`src/rtl/game_level_controller.sv`:
```
// ---------------------------------------------------------------------------
// game_level_controller
//   Game-flow controller for the VGA obstacle game. Tracks level and lives,
//   tests the ball against the active obstacles once per frame, and times the
//   HIT / LEVEL_UP pauses. Drives speed, obstacle count, palette and the
//   player/obstacle reset pulses for the motion blocks and colour mapper.
//
// Ports
//   clk                 : system clock
//   reset               : asynchronous, active-low reset
//   frame_tick          : one-cycle pulse per frame; game decisions use it
//   start               : start / restart request
//   ball_x/y, ball_size : ball centre and half-size
//   obs_x/y             : packed obstacle centres, obstacle i at [i*COORD_W +: COORD_W]
//   obs_size            : common obstacle half-size
//   finish_line_reached : ball is at the goal
//   state_o             : IDLE=0 PLAY=1 HIT=2 LEVEL_UP=3 GAME_OVER=4 WIN=5
//   level, lives        : current level (0-based) and remaining lives
//   speed               : level+1 in PLAY, else 0
//   obstacle_count      : min(level+1, NUM_OBS) in PLAY/HIT/LEVEL_UP, else 0
//   palette             : IDLE 0, PLAY/HIT/LEVEL_UP level+1, GAME_OVER 8, WIN 9
//   collision           : one-cycle pulse after a counted hit
//   reset_player        : one-cycle pulse
//   reset_obstacles     : one-cycle pulse
//
// state     | meaning
// ----------+-------------------------------------------------
// IDLE      | waiting for start
// PLAY      | game running, hit/finish evaluated on frame_tick
// HIT       | pause after losing a life
// LEVEL_UP  | pause after reaching the finish line
// GAME_OVER | no lives left, wait for start on a frame_tick
// WIN       | last level finished, wait for start on a frame_tick
// ---------------------------------------------------------------------------
module game_level_controller #(
  parameter int NUM_LEVELS   = 3,
  parameter int NUM_OBS      = 4,
  parameter int COORD_W      = 10,
  parameter int LIVES        = 3,
  parameter int PAUSE_FRAMES = 60
) (
  input  logic                       clk,
  input  logic                       reset,
  input  logic                       frame_tick,
  input  logic                       start,
  input  logic [COORD_W-1:0]         ball_x,
  input  logic [COORD_W-1:0]         ball_y,
  input  logic [COORD_W-1:0]         ball_size,
  input  logic [NUM_OBS*COORD_W-1:0] obs_x,
  input  logic [NUM_OBS*COORD_W-1:0] obs_y,
  input  logic [COORD_W-1:0]         obs_size,
  input  logic                       finish_line_reached,
  output logic [2:0]                 state_o,
  output logic [2:0]                 level,
  output logic [3:0]                 lives,
  output logic [3:0]                 speed,
  output logic [3:0]                 obstacle_count,
  output logic [3:0]                 palette,
  output logic                       collision,
  output logic                       reset_player,
  output logic                       reset_obstacles
);

  localparam logic [2:0] S_IDLE      = 3'd0;
  localparam logic [2:0] S_PLAY      = 3'd1;
  localparam logic [2:0] S_HIT       = 3'd2;
  localparam logic [2:0] S_LEVEL_UP  = 3'd3;
  localparam logic [2:0] S_GAME_OVER = 3'd4;
  localparam logic [2:0] S_WIN       = 3'd5;

  localparam int CW = COORD_W + 2;
  localparam int PW = (PAUSE_FRAMES > 1) ? $clog2(PAUSE_FRAMES) : 1;

  localparam logic [PW-1:0] PAUSE_LOAD = PW'(PAUSE_FRAMES - 1);
  localparam logic [3:0]    LIVES_INIT = 4'(LIVES);
  localparam logic [2:0]    LAST_LVL   = 3'(NUM_LEVELS - 1);
  localparam logic [3:0]    OBS_MAX    = 4'(NUM_OBS);

  logic [2:0]    state_q, state_d;
  logic [2:0]    level_q, level_d;
  logic [3:0]    lives_q, lives_d;
  logic [PW-1:0] pause_q, pause_d;
  logic          collision_q, collision_d;
  logic          rst_player_q, rst_player_d;
  logic          rst_obs_q, rst_obs_d;

  logic [3:0]       level_p1;
  logic [3:0]       active_obs;
  logic [NUM_OBS-1:0] obs_hit;
  logic             hit_any;
  logic [CW-1:0]    bx, by, sz_sum;

  assign level_p1   = {1'b0, level_q} + 4'd1;
  assign active_obs = (level_p1 > OBS_MAX) ? OBS_MAX : level_p1;

  // Widened by two bits so centre + two half-sizes can never wrap.
  assign bx     = CW'(ball_x);
  assign by     = CW'(ball_y);
  assign sz_sum = CW'(ball_size) + CW'(obs_size);

  for (genvar g = 0; g < NUM_OBS; g++) begin : g_obs
    logic [CW-1:0] ox, oy;
    logic          x_ov, y_ov;
    assign ox   = CW'(obs_x[g*COORD_W +: COORD_W]);
    assign oy   = CW'(obs_y[g*COORD_W +: COORD_W]);
    // Strict inequality: touching edges do not count as a hit.
    assign x_ov = (bx + sz_sum > ox) && (ox + sz_sum > bx);
    assign y_ov = (by + sz_sum > oy) && (oy + sz_sum > by);
    assign obs_hit[g] = x_ov && y_ov && (4'(g) < active_obs);
  end

  assign hit_any = |obs_hit;

  always_comb begin
    state_d      = state_q;
    level_d      = level_q;
    lives_d      = lives_q;
    pause_d      = pause_q;
    collision_d  = 1'b0;
    rst_player_d = 1'b0;
    rst_obs_d    = 1'b0;
    case (state_q)
      S_IDLE: begin
        // Start is honoured on any cycle, not just on a frame tick.
        if (start) begin
          state_d      = S_PLAY;
          level_d      = 3'd0;
          lives_d      = LIVES_INIT;
          rst_player_d = 1'b1;
          rst_obs_d    = 1'b1;
        end
      end
      S_PLAY: begin
        if (frame_tick) begin
          if (hit_any) begin
            lives_d     = lives_q - 4'd1;
            collision_d = 1'b1;
            if (lives_q == 4'd1) begin
              state_d = S_GAME_OVER;
            end else begin
              state_d      = S_HIT;
              pause_d      = PAUSE_LOAD;
              rst_player_d = 1'b1;
            end
          end else if (finish_line_reached) begin
            if (level_q == LAST_LVL) begin
              state_d = S_WIN;
            end else begin
              level_d      = level_q + 3'd1;
              state_d      = S_LEVEL_UP;
              pause_d      = PAUSE_LOAD;
              rst_player_d = 1'b1;
              rst_obs_d    = 1'b1;
            end
          end
        end
      end
      S_HIT, S_LEVEL_UP: begin
        if (frame_tick) begin
          if (pause_q == '0) state_d = S_PLAY;
          else               pause_d = pause_q - PW'(1);
        end
      end
      S_GAME_OVER, S_WIN: begin
        if (frame_tick && start) state_d = S_IDLE;
      end
      default: state_d = S_IDLE;
    endcase
  end

  always_ff @(posedge clk or negedge reset) begin
    if (!reset) begin
      state_q      <= S_IDLE;
      level_q      <= 3'd0;
      lives_q      <= LIVES_INIT;
      pause_q      <= '0;
      collision_q  <= 1'b0;
      rst_player_q <= 1'b0;
      rst_obs_q    <= 1'b0;
    end else begin
      state_q      <= state_d;
      level_q      <= level_d;
      lives_q      <= lives_d;
      pause_q      <= pause_d;
      collision_q  <= collision_d;
      rst_player_q <= rst_player_d;
      rst_obs_q    <= rst_obs_d;
    end
  end

  always_comb begin
    speed          = 4'd0;
    obstacle_count = 4'd0;
    palette        = 4'd0;
    case (state_q)
      S_PLAY: begin
        speed          = level_p1;
        obstacle_count = active_obs;
        palette        = level_p1;
      end
      S_HIT, S_LEVEL_UP: begin
        obstacle_count = active_obs;
        palette        = level_p1;
      end
      S_GAME_OVER: palette = 4'd8;
      S_WIN:       palette = 4'd9;
      default: ;
    endcase
  end

  assign state_o         = state_q;
  assign level           = level_q;
  assign lives           = lives_q;
  assign collision       = collision_q;
  assign reset_player    = rst_player_q;
  assign reset_obstacles = rst_obs_q;

endmodule

```
`config.mk`:
```
export PLATFORM = sky130hd
export DESIGN_NAME = game_level_controller
export DESIGN_NICKNAME = d
export VERILOG_FILES = /design/src/rtl/game_level_controller.sv
export SDC_FILE = /design/constraint.sdc
export NUM_CORES = 1
export LEC_CHECK = 0
export ABC_AREA = 1
export BUFFER_PORTS_ARGS = -buffer_cell sky130_fd_sc_hd__buf_2
export CAP_MARGIN = 10
export CORE_MARGIN = 3
export CORE_UTILIZATION = 40
export DETAILED_ROUTE_END_ITERATION = 10
export GPL_TIMING_DRIVEN = 0
export SETUP_SLACK_MARGIN = 0.1
export SYNTH_ARGS = -nofsm -noshare
export SYNTH_HDL_FRONTEND = slang
export SYNTH_SLANG_ARGS = --single-unit
```
`constraint.sdc`:
```
create_clock -name clk -period 2 [get_ports clk]
set_input_delay 0.4 -clock clk [delete_from_list [all_inputs] [get_ports clk]]
set_output_delay 0.4 -clock clk [all_outputs]
set_load 0.01 [all_outputs]
```
== Yosys cells after proc, flatten, opt, wreduce, memory -nomap -nowiden ==
Index checks and enable logic that the tools add are counted.

* Bits in registers: 19
* Output and inout port bits: 25
* Logic and storage cells: 137

* Add/subtract/negate cells: 15
* Magnitude comparators: 21
* Equality and inequality tests: 20
* Muxes and demuxes: 45
* Reductions and logical operators: 29

{| class="wikitable"
|+ Operator list
! operator !! number
|-
| greater-than comparator 12 x 10 -> 1 bit || 16
|-
| adder 10 x 11 -> 12 bit || 10
|-
| 2-to-1 mux 3 bit || 14
|-
| 2-to-1 mux 6 bit || 7
|-
| 2-to-1 mux 4 bit || 6
|-
| inequality test 2 bit, second input constant || 10
|-
| logical AND 1 bit || 17
|-
| one-hot mux 3 bit (4 select lines) || 1
|-
| one-hot mux 4 bit (3 select lines) || 1
|-
| one-hot mux 6 bit (2 select lines) || 1
|-
| AND reduction 6 bit || 2
|-
| adder 10 x 10 -> 11 bit || 1
|-
| 2-to-1 mux 1 bit || 11
|-
| == test 3 x 2 -> 1 bit, second input constant || 3
|-
| inequality test 3 bit, second input constant || 3
|-
| less-than comparator 1 x 4 -> 1 bit, first input constant || 2
|-
| less-than comparator 2 x 4 -> 1 bit, first input constant || 2
|-
| one-hot mux 4 bit (2 select lines) || 1
|-
| AND reduction 7 bit || 1
|-
| == test 3 bit, second input constant || 2
|-
| logical NOT 6 bit || 1
|-
| one-hot mux 3 bit (2 select lines) || 1
|-
| subtractor 6 x 1 -> 6 bit, second input constant || 1
|-
| adder 3 x 1 -> 4 bit, second input constant || 1
|-
| other kinds (12) || 15
|}

== Longest topological paths before layout ==
Gate-level depths: netlist of the first run.

* Word-level depth: 10
* Depth in mapped cells: 36
* Mapped depth without buffers: 36

== Least setup slack after synthesis of the first run ==
No wires, ideal clock.

* Path type: in2reg
* From: input ball_size[0]
* To: register pause_q[2]
* Arrival: 4.791 ns
* Required time: 1.883 ns
* Path slack: -2.908 ns
* Stages on the path: 28
* Path through: ha_1 > fa_1 > a21oi_1 > xor2_1 > ha_1 > nand2_1 > nand2_1 > a21oi_1 > nand2_1 > and2_1 > a21oi_1 > xnor2_1 > ha_1 > nand2_1 > inv_1 > nand4_1 > a21boi_0 > nor2_1 > nor2_1 > nand2_1 > nor2_1 > nor2_2 > nand3_1 > nand2_2 > nor2_8 > nand2_4 > nand2_1 > nand2_1

* Longest elaborated chain between the ends: 10

{| class="wikitable"
|+ RTL lines
! item !! line !! RTL
|-
| start: declaration || 48 || <nowiki>input logic [COORD_W-1:0] ball_size,</nowiki>
|-
| adder 10 x 10 -> 11 bit * || 99 || <nowiki>assign sz_sum = CW'(ball_size) + CW'(obs_size);</nowiki>
|-
| adder 10 x 11 -> 12 bit, on equally long branches || 107, 108 ||
|-
| greater-than comparator 12 x 10 -> 1 bit, on equally long branches || 107, 108 ||
|-
| logical AND 1 bit, on equally long branches || 107, 108 ||
|-
| logical AND 1 bit (2 in a row) || 109 || <nowiki>assign obs_hit[g] = x_ov && y_ov && (4'(g) < active_obs);</nowiki>
|-
| OR reduction 4 bit * || 112 || <nowiki>assign hit_any = |obs_hit;</nowiki>
|-
| 2-to-1 mux 6 bit || 135 || <nowiki>if (hit_any) begin</nowiki>
|-
| 2-to-1 mux 6 bit || 134 || <nowiki>if (frame_tick) begin</nowiki>
|-
| one-hot mux 6 bit (2 select lines) || 122 || <nowiki>case (state_q)</nowiki>
|-
| end signal: assignment || 184 || <nowiki>pause_q <= pause_d;</nowiki>
|-
| end: declaration || 82 || <nowiki>logic [PW-1:0] pause_q, pause_d;</nowiki>
|}

Every way passes the cells marked *; elsewhere a longest branch is shown, timed or not. The select of a mux whose other input is x is not followed.
A chain may end at the register's enable or synchronous reset.

== Final worst setup path of the first run ==
* From: input ball_size[2]
* To: register pause_q[1]

Same word-level chain as after synthesis.

==> flow_summary.toml, run 1 <==
[cts]
cts_made_buffers = 3
clockRootBuffer = "clkbuf_16"
cts_tree = "yes"
clock_sinks = 19
htreeDepth = 1
cts_hold_buf = 0
cts.path.max_buffers = 2
clkLatencyLatePin_ns = 0.25
clk_pin_slew_ns = 0.05

[sta]
holdWs_ns = 0.0933
period_minus_slack_ns = 4.59
slew-limit-headroom_pct = 43.8
fin_tns_setup_ns = -47.87
clock_skew_ns = 0.00103
rsz0062_at_grt = "yes"
maxSlewViolCount = 0
tightest_slew_ns = 0.837
hold_viol = 0
setup_slack_ns = -2.59
post-route-period-util_pct = 230
setup_viol_count_final = 19
max_freq_mhz = 218

[yosys]
synth.top_cell.area_share_pct = 35.3
synth_seq_cells = 19
synth_warnings = 0
synth_area_mm2 = 0.0108
synth_top_area_cell = "ha_1"
yosysUniqueCellTypes = 45
synth_top_cells_by_area = "ha_1 35%, nand2_1 16%, inv_1 10%"
yosysSeqAreaShare_pct = 4.41
netlist_instances = 1716
synth.avg_cell_area_um2 = 6.32
syn_nets = 2158

[placement]
pre_cts_slack_ns = -4.43
port_buffers = 148
place_hpwl_mm = 28.4
gp_congestion = 0.912
dpl_cell_area_mm2 = 0.0122

[job]
cap_violations = 0

[route]
first_iter_violations = 746
drc_errors = 0
avgViaCountPerCell = 5.17
wl_per_cell_um = 17.0
vias = 11958
routed_wl_mm = 39.3
first_pass_iters = 5
antenna_left = 0

[global_route]
use_met2_pct = 46.5
grtUsageMet3_pct = 1.87
grtUsageMet1_pct = 32.6
antenna_found_initial = 0
grt_pass1_vias = 11611
grt_overflow = 0
grt_pass1_wl_mm = 59.0
grt_max_degree = 20
busiest_layer = "met2"
grt_usage_pct = 25.7

[worst_hold_path]
min_path_type = "in -> async"

[worst_setup_path]
critPathCaptureType = "flip-flop"
critPathKind = "in -> reg"
startpoint_type = "input port"
critPathMaxStageDelay_ns = 0.30
critical_path.slowest_cell = "ha_1"
critPathMostFrequentCell = "nand2_2"
crit_arrival_ns = 4.79
path_max_fanout = 8
crit_required_ns = 2.20
rrSetupSlack_ns = -0.26

[layout]
fill_cells = 2520
fin_util_pct = 56.3
area_delta_synth_final_pct = 36.9
num-nets-final = 2423
final_area_mm2 = 0.0148
num_antenna_cells = 0
layout-drive-gt1-share_pct = 26.2

[floorplan]
start_util_pct = 41.1
die_area_mm2 = 0.0291
die_h_um = 171
ios = 150
rows = 59
core_mm2 = 0.0264
die_w_um = 171

[pwr]
leakage_nw = 8.07
cellPowerDensity_mw_per_mm2 = 1050
ir_drop_uv = 580

[status]
status = "complete, but fails checks"
violations = "negative setup slack"
## per-layer routing
layer,vias up,wire length [µm]
li1,6098,-
met1,5467,17100
met2,324,19000
met3,69,1940
met4,0,1290
met5,-,0
## path summary, 6_finish.rpt
| path | from | endpoint | cells after the start |
|---|---|---|---|
| max in group asynchronous | reset | lives[1]$_DFFE_PN1P_ | 1 |
| setup reg to reg | level[1]$_DFFE_PN0P_ | pause_q[3]$_DFFE_PN0P_ | 16 |
| hold / removal | reset | pause_q[4]$_DFFE_PN0P_ | 1 |
| setup / recovery | ball_size[2] | pause_q[1]$_DFFE_PN0P_ | 34 |
| min in group clk | frame_tick | state_o[2]$_DFFE_PN0P_ | 3 |
| hold reg to reg | pause_q[5]$_DFFE_PN0P_ | pause_q[5]$_DFFE_PN0P_ | 2 |
## worst max-delay path: cells and delay by family
family | cells | cell delay (ns)
adder cells (fa/ha/maj) | 3 | 0.79
AND/OR/NAND/NOR | 17 | 1.75
XOR/XNOR | 2 | 0.42
buffers and inverters | 5 | 0.62
AO/OA/AOI/OAI | 7 | 0.80
## cell type report
type	instances	area [µm²]	area share, %
multi-input cells	1399	10800	73.0
inverters	298	1150	7.76
well taps	335	419	2.82
plain buffers	3	26.3	0.177
flip-flops and latches	19	479	3.23
clock buffers	4	78.8	0.531
repair buffers	257	1860	12.5
## placed cells by master (no fill, tap or decap), types with 19 or more instances in the layout
cell type	Yosys	layout
a21oi_1	134	98
nor2_1	157	125
buf_4	2	75
o21ai_0	40	30
xnor2_1	54	44
buf_6	1	29
nand2_1	465	423
nand3_1	75	61
ha_4	0	43
buf_2	0	142
a21oi_2	0	32
xor2_1	34	26
inv_1	293	282
nand2_2	4	34
ha_1	306	259
nor2_4	1	19
## timing repair
action | in CTS | in global routing
gates resized for setup | 172 | 152
pin swaps | 60 | 136
setup endpoints to repair | 30 | 25
gates cloned | 4 | 0
buffers inserted | 81 | 27
## stage by stage
stage          cells  power, W
5_1_grt         2315    0.0173
2_1_floorplan   1716   0.00858
3_3_place_gp    2199    0.0112
3_5_place_dp    2200    0.0114
4_1_cts         2289    0.0139
6_report        2315    0.0156
## flip-flops by register name (all words and copies together), names as in the netlist
name / count
reset_player: 1
lives: 4
level: 3
state_o: 3
collision: 1
pause_q: 6
reset_obstacles: 1
## cell usage after synthesis, drive strengths merged
cell type and n:
clkinv 1, and2 2, a21o 8, o211ai 4, nor3 20, a21oi 134, o21a 6, nand4 14
and3 1, buf 3, nand2 470, nor2 161, o2111ai 1, o21bai 12, conb 1, and3b 1
dfstp 2, a31oi 19, o21ai 43, nand3b 3, o22ai 1, fa 11, dfrtp 17, o31ai 4
ha 306, or2 5, nor3b 1, a31o 1, a21boi 2, nand3 77, xor2 34, inv 297
xnor2 54
## cells by family after synthesis
| group | synth area share [%] |
|---|---|
| xor gates and xnor gates | 7.11 |
| AOI/OAI and AO/OA | 12.0 |
| DFF | 4.41 |
| and+or+nand+nor | 28.5 |
| buffers and inverters | 10.6 |
| adders and majority gates | 37.3 |
| other | 0.0346 |
## power breakdown
| group | internal [W] | total [W] | switching (W) |
|---|---|---|---|
| clock network | 0.000272 | 0.000421 | 0.000150 |
| registers | 0.000572 | 0.000749 | 0.000177 |
| logic | 0.00610 | 0.0144 | 0.00830 |
| total | 0.00695 | 0.0156 | 0.00862 |
(Power assumes the default switching activity.)
==> run 2, diff against run 1 <==
--- a/config.mk
+++ b/config.mk
@@ -10,6 +10,7 @@
 export CAP_MARGIN = 10
 export CORE_MARGIN = 3
 export CORE_UTILIZATION = 40
+export CTS_BUF_LIST = sky130_fd_sc_hd__clkbuf_4
 export DETAILED_ROUTE_END_ITERATION = 10
 export GPL_TIMING_DRIVEN = 0
 export SETUP_SLACK_MARGIN = 0.1
==> run 2 against run 1 <==
Against the previous run:
- the run still ends with negative setup slack left
- largest power group unchanged
- clock skew is 0.0044 ns higher
- cell area is 0.63% lower
- fmax is 0.67% higher
- register-to-register slack better by 0.07 ns
- combinational power hardly changed
- power is 2.4% lower
- worst hold slack worse by 0.070 ns
- core utilization is 0.36 points lower
- critical path type unchanged
- sequential share of layout area hardly changed
==> flow_summary.toml, run 2 (synthesis results as in run 1) <==
[status]
status = "complete, but fails checks"
violations = "negative setup slack"

[sta]
setup_viol_count_final = 19
tightest_slew_ns = 0.851
rsz0062_at_grt = "yes"
clock_skew_ns = 0.00544
hold_viol = 0
post-route-period-util_pct = 228
holdWs_ns = 0.0233
setup_slack_ns = -2.56
max_freq_mhz = 219
slew-limit-headroom_pct = 42.8
period_minus_slack_ns = 4.56
fin_tns_setup_ns = -47.70
maxSlewViolCount = 0

[worst_setup_path]
critPathCaptureType = "flip-flop"
worstPathBufferInverterCount = 5
crit_arrival_ns = 4.82
r2r_end = "pause_q[3]$_DFFE_PN0P_"
cpLargestDelayFamily = "simple AND/OR/NAND/NOR gates"
r2r_start = "level[0]$_DFFE_PN0P_"
critPathKind = "in -> reg"
critPathMaxStageDelay_ns = 0.31
startpoint = "obs_size[2]"
rrSetupSlack_ns = -0.19
startpoint_type = "input port"
ff2ff_path_depth = 16
crit_required_ns = 2.26
path_max_fanout = 8
critical_path.slowest_cell = "ha_1"

[pwr]
ir_drop_uv = 591
leakage_nw = 8.06
p_comb_share_pct = 93.7
seqPwrFrac_pct = 4.8
cellPowerDensity_mw_per_mm2 = 1030
power_frac_clock_pct = 1.4
internal_power_w = 0.00668
switching_share_pct = 56.0
switchingPower_w = 0.00851

[route]
drc_errors = 0
first_iter_violations = 697
first_pass_iters = 5
antenna_left = 0
avgViaCountPerCell = 5.18
wl_per_cell_um = 17.1
vias = 11994
routed_wl_mm = 39.6

[layout]
area_delta_synth_final_pct = 36.0
final_common_cell = "nand2_1"
regMostFlops = "pause_q"
final_cells = 2317
layout-drive-gt1-share_pct = 25.8
num-nets-final = 2424
mostFrequentLayoutCells = "427 x nand2_1, 282 x inv_1, 262 x ha_1"
largest_register_ffs = 6

[cts]
cts_tree = "yes"
clkLatencyLatePin_ns = 0.31
clk_pin_slew_ns = 0.11
cts_hold_buf = 0
cts_made_buffers = 3
htreeDepth = 1
clock_sinks = 19
cts.path.max_buffers = 2
clockRootBuffer = "clkbuf_4"

[job]
cap_violations = 0

[floorplan]
core_mm2 = 0.0264
start_util_pct = 41.1
rows = 59
die_h_um = 171
die_area_mm2 = 0.0291
ios = 150
die_w_um = 171

[global_route]
grt_pass1_vias = 11882
grt_overflow = 0
antenna_found_initial = 1
grt_max_degree = 20
grt_usage_pct = 26.2
grt_pass1_wl_mm = 60.1

[placement]
place_hpwl_mm = 28.4
dp_cells = 2200
port_buffers = 148
gp_congestion = 0.912

[worst_hold_path]
min_path_type = "in -> async"
-- run 2: cell types whose count changed in the layout (fill, tap and decap cells not counted), sizes merged --
cell	before	now
diode	0	1
buf	260	261
-- run 2: what timing repair did --
item / CTS / global route
setup endpoints to repair: 30 / 30
hold endpoints to repair: 0 / 0
gates cloned: 4 / 0
resized for setup: 211 / 95
setup buffers: 95 / 13
pin swaps: 83 / 65
-- run 2: power groups by stage --
stage	registers (W)	logic [W]	clock network (W)
5_1_grt	0.000761	0.0159	0.000240
2_1_floorplan	0.000756	0.00782	0
3_5_place_dp	0.000743	0.0107	0
3_3_place_gp	0.000742	0.0105	0
6_report	0.000736	0.0142	0.000218
4_1_cts	0.000717	0.0131	0.000225
-- run 2: routing by layer --
metal	track usage (%)	vias to the layer above	wire length (µm)
met2	45.9	330	18500
met3	2.93	99	2170
met1	32.4	5462	16700
li1	-	6103	-
met5	0	-	0
met4	11.5	0	2140
-- run 2: cell type report --
| cell class | count | area, µm² |
|---|---|---|
| Sequential cell | 19 | 480 |
| Fill cell | 2507 | 11600 |
| Inverter | 298 | 1150 |
| Antenna cell | 1 | 2.50 |
| Multi-Input combinational cell | 1399 | 10800 |
| Clock buffer | 4 | 30.0 |
| Tap cell | 335 | 419 |
| Buffer | 3 | 26.3 |
| Timing Repair Buffer | 258 | 1880 |
-- run 2: worst max-delay path by stage --
stage                        endpoint  slack (ns)  cells after the start
4_1_cts        pause_q[1]$_DFFE_PN0P_       -2.44                     33
5_1_grt        pause_q[1]$_DFFE_PN0P_       -2.76                     32
3_5_place_dp   pause_q[1]$_DFFE_PN0P_       -4.43                     27
3_3_place_gp   pause_q[1]$_DFFE_PN0P_       -4.64                     28
2_1_floorplan  pause_q[2]$_DFFE_PN0P_       -2.35                     30
6_report       pause_q[1]$_DFFE_PN0P_       -2.56                     34
-- run 2: per-stage QoR --
stage                     worst slack [ns]  total power [W]  area (µm²)  utilization (%)
after floorplan                      -2.35          0.00858       11000                -
after global placement               -4.64           0.0112       12100             46.1
after detailed placement             -4.43           0.0114       12200             46.1
after CTS                            -2.44           0.0141       14200             54.0
after global routing                 -2.76           0.0169       14800             56.0
final                                -2.56           0.0152       14800             56.0
==> run 3, diff against run 2 <==
--- a/config.mk
+++ b/config.mk
@@ -8,11 +8,14 @@
 export ABC_AREA = 1
 export BUFFER_PORTS_ARGS = -buffer_cell sky130_fd_sc_hd__buf_2
 export CAP_MARGIN = 10
+export CELL_PAD_IN_SITES_DETAIL_PLACEMENT = 1
+export CELL_PAD_IN_SITES_GLOBAL_PLACEMENT = 1
 export CORE_MARGIN = 3
-export CORE_UTILIZATION = 40
+export CORE_UTILIZATION = 39
 export CTS_BUF_LIST = sky130_fd_sc_hd__clkbuf_4
 export DETAILED_ROUTE_END_ITERATION = 10
 export GPL_TIMING_DRIVEN = 0
+export PLACE_DENSITY_LB_ADDON = 0.1
 export SETUP_SLACK_MARGIN = 0.1
 export SYNTH_ARGS = -nofsm -noshare
 export SYNTH_HDL_FRONTEND = slang
==> run 3 against run 2 <==
Against the previous run:
- highest routed layer unchanged
- worst hold slack got worse by 0.0032 ns
- register-to-register slack worse by 0.19 ns
- routed wire length up 17%
- the flow still finishes with violations (negative setup slack)
- cell area is 0.42% lower
- largest cell class unchanged
- fmax fell by 4.2%
- die area rose by 2.5%
- power up 5.1%
==> flow_summary.toml, run 3 (synthesis results as in run 1) <==
[status]
status = "complete, but fails checks"
violations = "negative setup slack"

[placement]
port_buffers = 148
place_hpwl_mm = 32.8
gp_congestion = 0.871
pre_cts_slack_ns = -4.53
dpl_cell_area_mm2 = 0.0122

[pwr]
leakage_nw = 7.98
total_power_w = 0.0160
switchingPower_w = 0.00921
p_comb_share_pct = 93.9
cellPowerDensity_mw_per_mm2 = 1090
seqPwrFrac_pct = 4.7
ir_drop_uv = 779
switching_share_pct = 57.7
internal_power_w = 0.00676
power_frac_clock_pct = 1.4

[cts]
clock_sinks = 19
clk_pin_slew_ns = 0.12
cts_tree = "yes"
cts.path.max_buffers = 2
htreeDepth = 1
clkLatencyLatePin_ns = 0.32
clockRootBuffer = "clkbuf_4"
cts_made_buffers = 3

[worst_setup_path]
path_max_fanout = 8
crit_arrival_ns = 5.03
r2r_start = "level[0]$_DFFE_PN0P_"
cpLargestDelayFamily = "simple AND/OR/NAND/NOR gates"
crit_required_ns = 2.27
startpoint_type = "input port"
rrSetupSlack_ns = -0.38
startpoint = "ball_size[0]"
worstPathBufferInverterCount = 5
critPathKind = "in -> reg"
critical_path.slowest_cell = "fa_2"
critPathMaxStageDelay_ns = 0.45
critPathCaptureType = "flip-flop"

[worst_hold_path]
min_path_type = "in -> async"

[floorplan]
die_w_um = 173
rows = 60
start_util_pct = 39.9
ios = 150
die_area_mm2 = 0.0298
die_h_um = 173
core_mm2 = 0.0272

[route]
first_iter_violations = 425
wl_per_cell_um = 19.8
first_pass_iters = 5
avgViaCountPerCell = 5.30
antenna_left = 0
routed_wl_mm = 46.2
vias = 12399
drc_errors = 0

[sta]
period_minus_slack_ns = 4.76
post-route-period-util_pct = 238
setup_slack_ns = -2.76
clock_skew_ns = 0.00404
setup_viol_count_final = 20
rsz0062_at_grt = "yes"
max_freq_mhz = 210
hold_viol = 0
tightest_slew_ns = 1.02
slew-limit-headroom_pct = 31.6
maxSlewViolCount = 0

[layout]
largest_register_ffs = 6
area_delta_synth_final_pct = 35.5
fin_util_pct = 54.0
final_common_cell = "nand2_1"
layout-drive-gt1-share_pct = 26.0
fill_cells = 3588
seq_area_um2 = 483
multi_input_area_mm2 = 0.0107
num-nets-final = 2406
mostFrequentLayoutCells = "421 x nand2_1, 281 x inv_1, 269 x ha_1"
final_area_mm2 = 0.0147
regMostFlops = "pause_q"

[global_route]
antenna_found_initial = 2
grt_pass1_wl_mm = 66.8
grt_pass1_vias = 12704
grt_overflow = 0
grt_max_degree = 20
grt_usage_pct = 27.6

[job]
cap_violations = 0
## run 3: area by class of cell
type	count	share of cell area (%)
plain buffers	3	0.179
multi-input cells	1399	73.0
inverters	298	7.90
well taps	372	3.17
clock buffers	4	0.204
repair buffers	240	12.2
flip-flops and latches	19	3.29
diodes	3	0.0511
## run 3: path summary, 6_finish.rpt
path	end	depth (start not counted)
setup / recovery	pause_q[2]$_DFFE_PN0P_	30
hold / removal	pause_q[4]$_DFFE_PN0P_	1
setup reg to reg	pause_q[3]$_DFFE_PN0P_	16
hold reg to reg	lives[0]$_DFFE_PN1P_	2
max in group asynchronous	level[0]$_DFFE_PN0P_	1
min in group clk	state_o[2]$_DFFE_PN0P_	3
## run 3: worst reg2reg max path: stages (launching register included)
cell	delay, ns
dfrtp_2	0.45
ha_4	0.17
or2_4	0.24
nand2_4	0.08
inv_6	0.05
nand2_1	0.15
a21oi_1	0.10
a21oi_1	0.16
nand2_1	0.09
nor2_2	0.15
nor2_4	0.09
nand3_4	0.10
nand2_4	0.07
nor2_8	0.16
nand2_4	0.11
nand2_1	0.08
nand2_1	0.05
## run 3: power groups by stage
stage / logic (W) / registers (W) / clock network (W)
floorplan: 0.00782 / 0.000756 / 0
global placement: 0.0107 / 0.000743 / 0
detailed placement: 0.0111 / 0.000747 / 0
CTS: 0.0130 / 0.000732 / 0.000235
global route: 0.0165 / 0.000771 / 0.000253
finish: 0.0150 / 0.000744 / 0.000229
## run 3: metrics by stage
stage	cells	setup TNS, ns	hold WS (ns)
6_report	2338	-50.87	0.0201
5_1_grt	2337	-54.64	0.0372
4_1_cts	2311	-50.60	0.0278
3_3_place_gp	2236	-87.83	0.380
3_5_place_dp	2237	-84.51	0.386
2_1_floorplan	1716	-43.06	0.104
## run 3: repair_timing
action / 4_1_cts / 5_1_grt
pin swaps: 62 / 108
cloned: 3 / 1
hold buffers: 0 / 0
gates resized for setup: 131 / 186
endpoints found under the setup margin: 30 / 30
buffers inserted: 67 / 25
## run 3: per-layer routing
metal | global-route usage, % | routed length (µm) | vias to the layer above | share of wire, %
li1 | - | - | 6078 | -
met1 | 32.9 | 19200 | 5891 | 42
met2 | 52.4 | 23400 | 312 | 51
met3 | 2.31 | 1600 | 118 | 3.5
met4 | 8.45 | 2060 | 0 | 4.4
met5 | 0 | 0 | - | 0
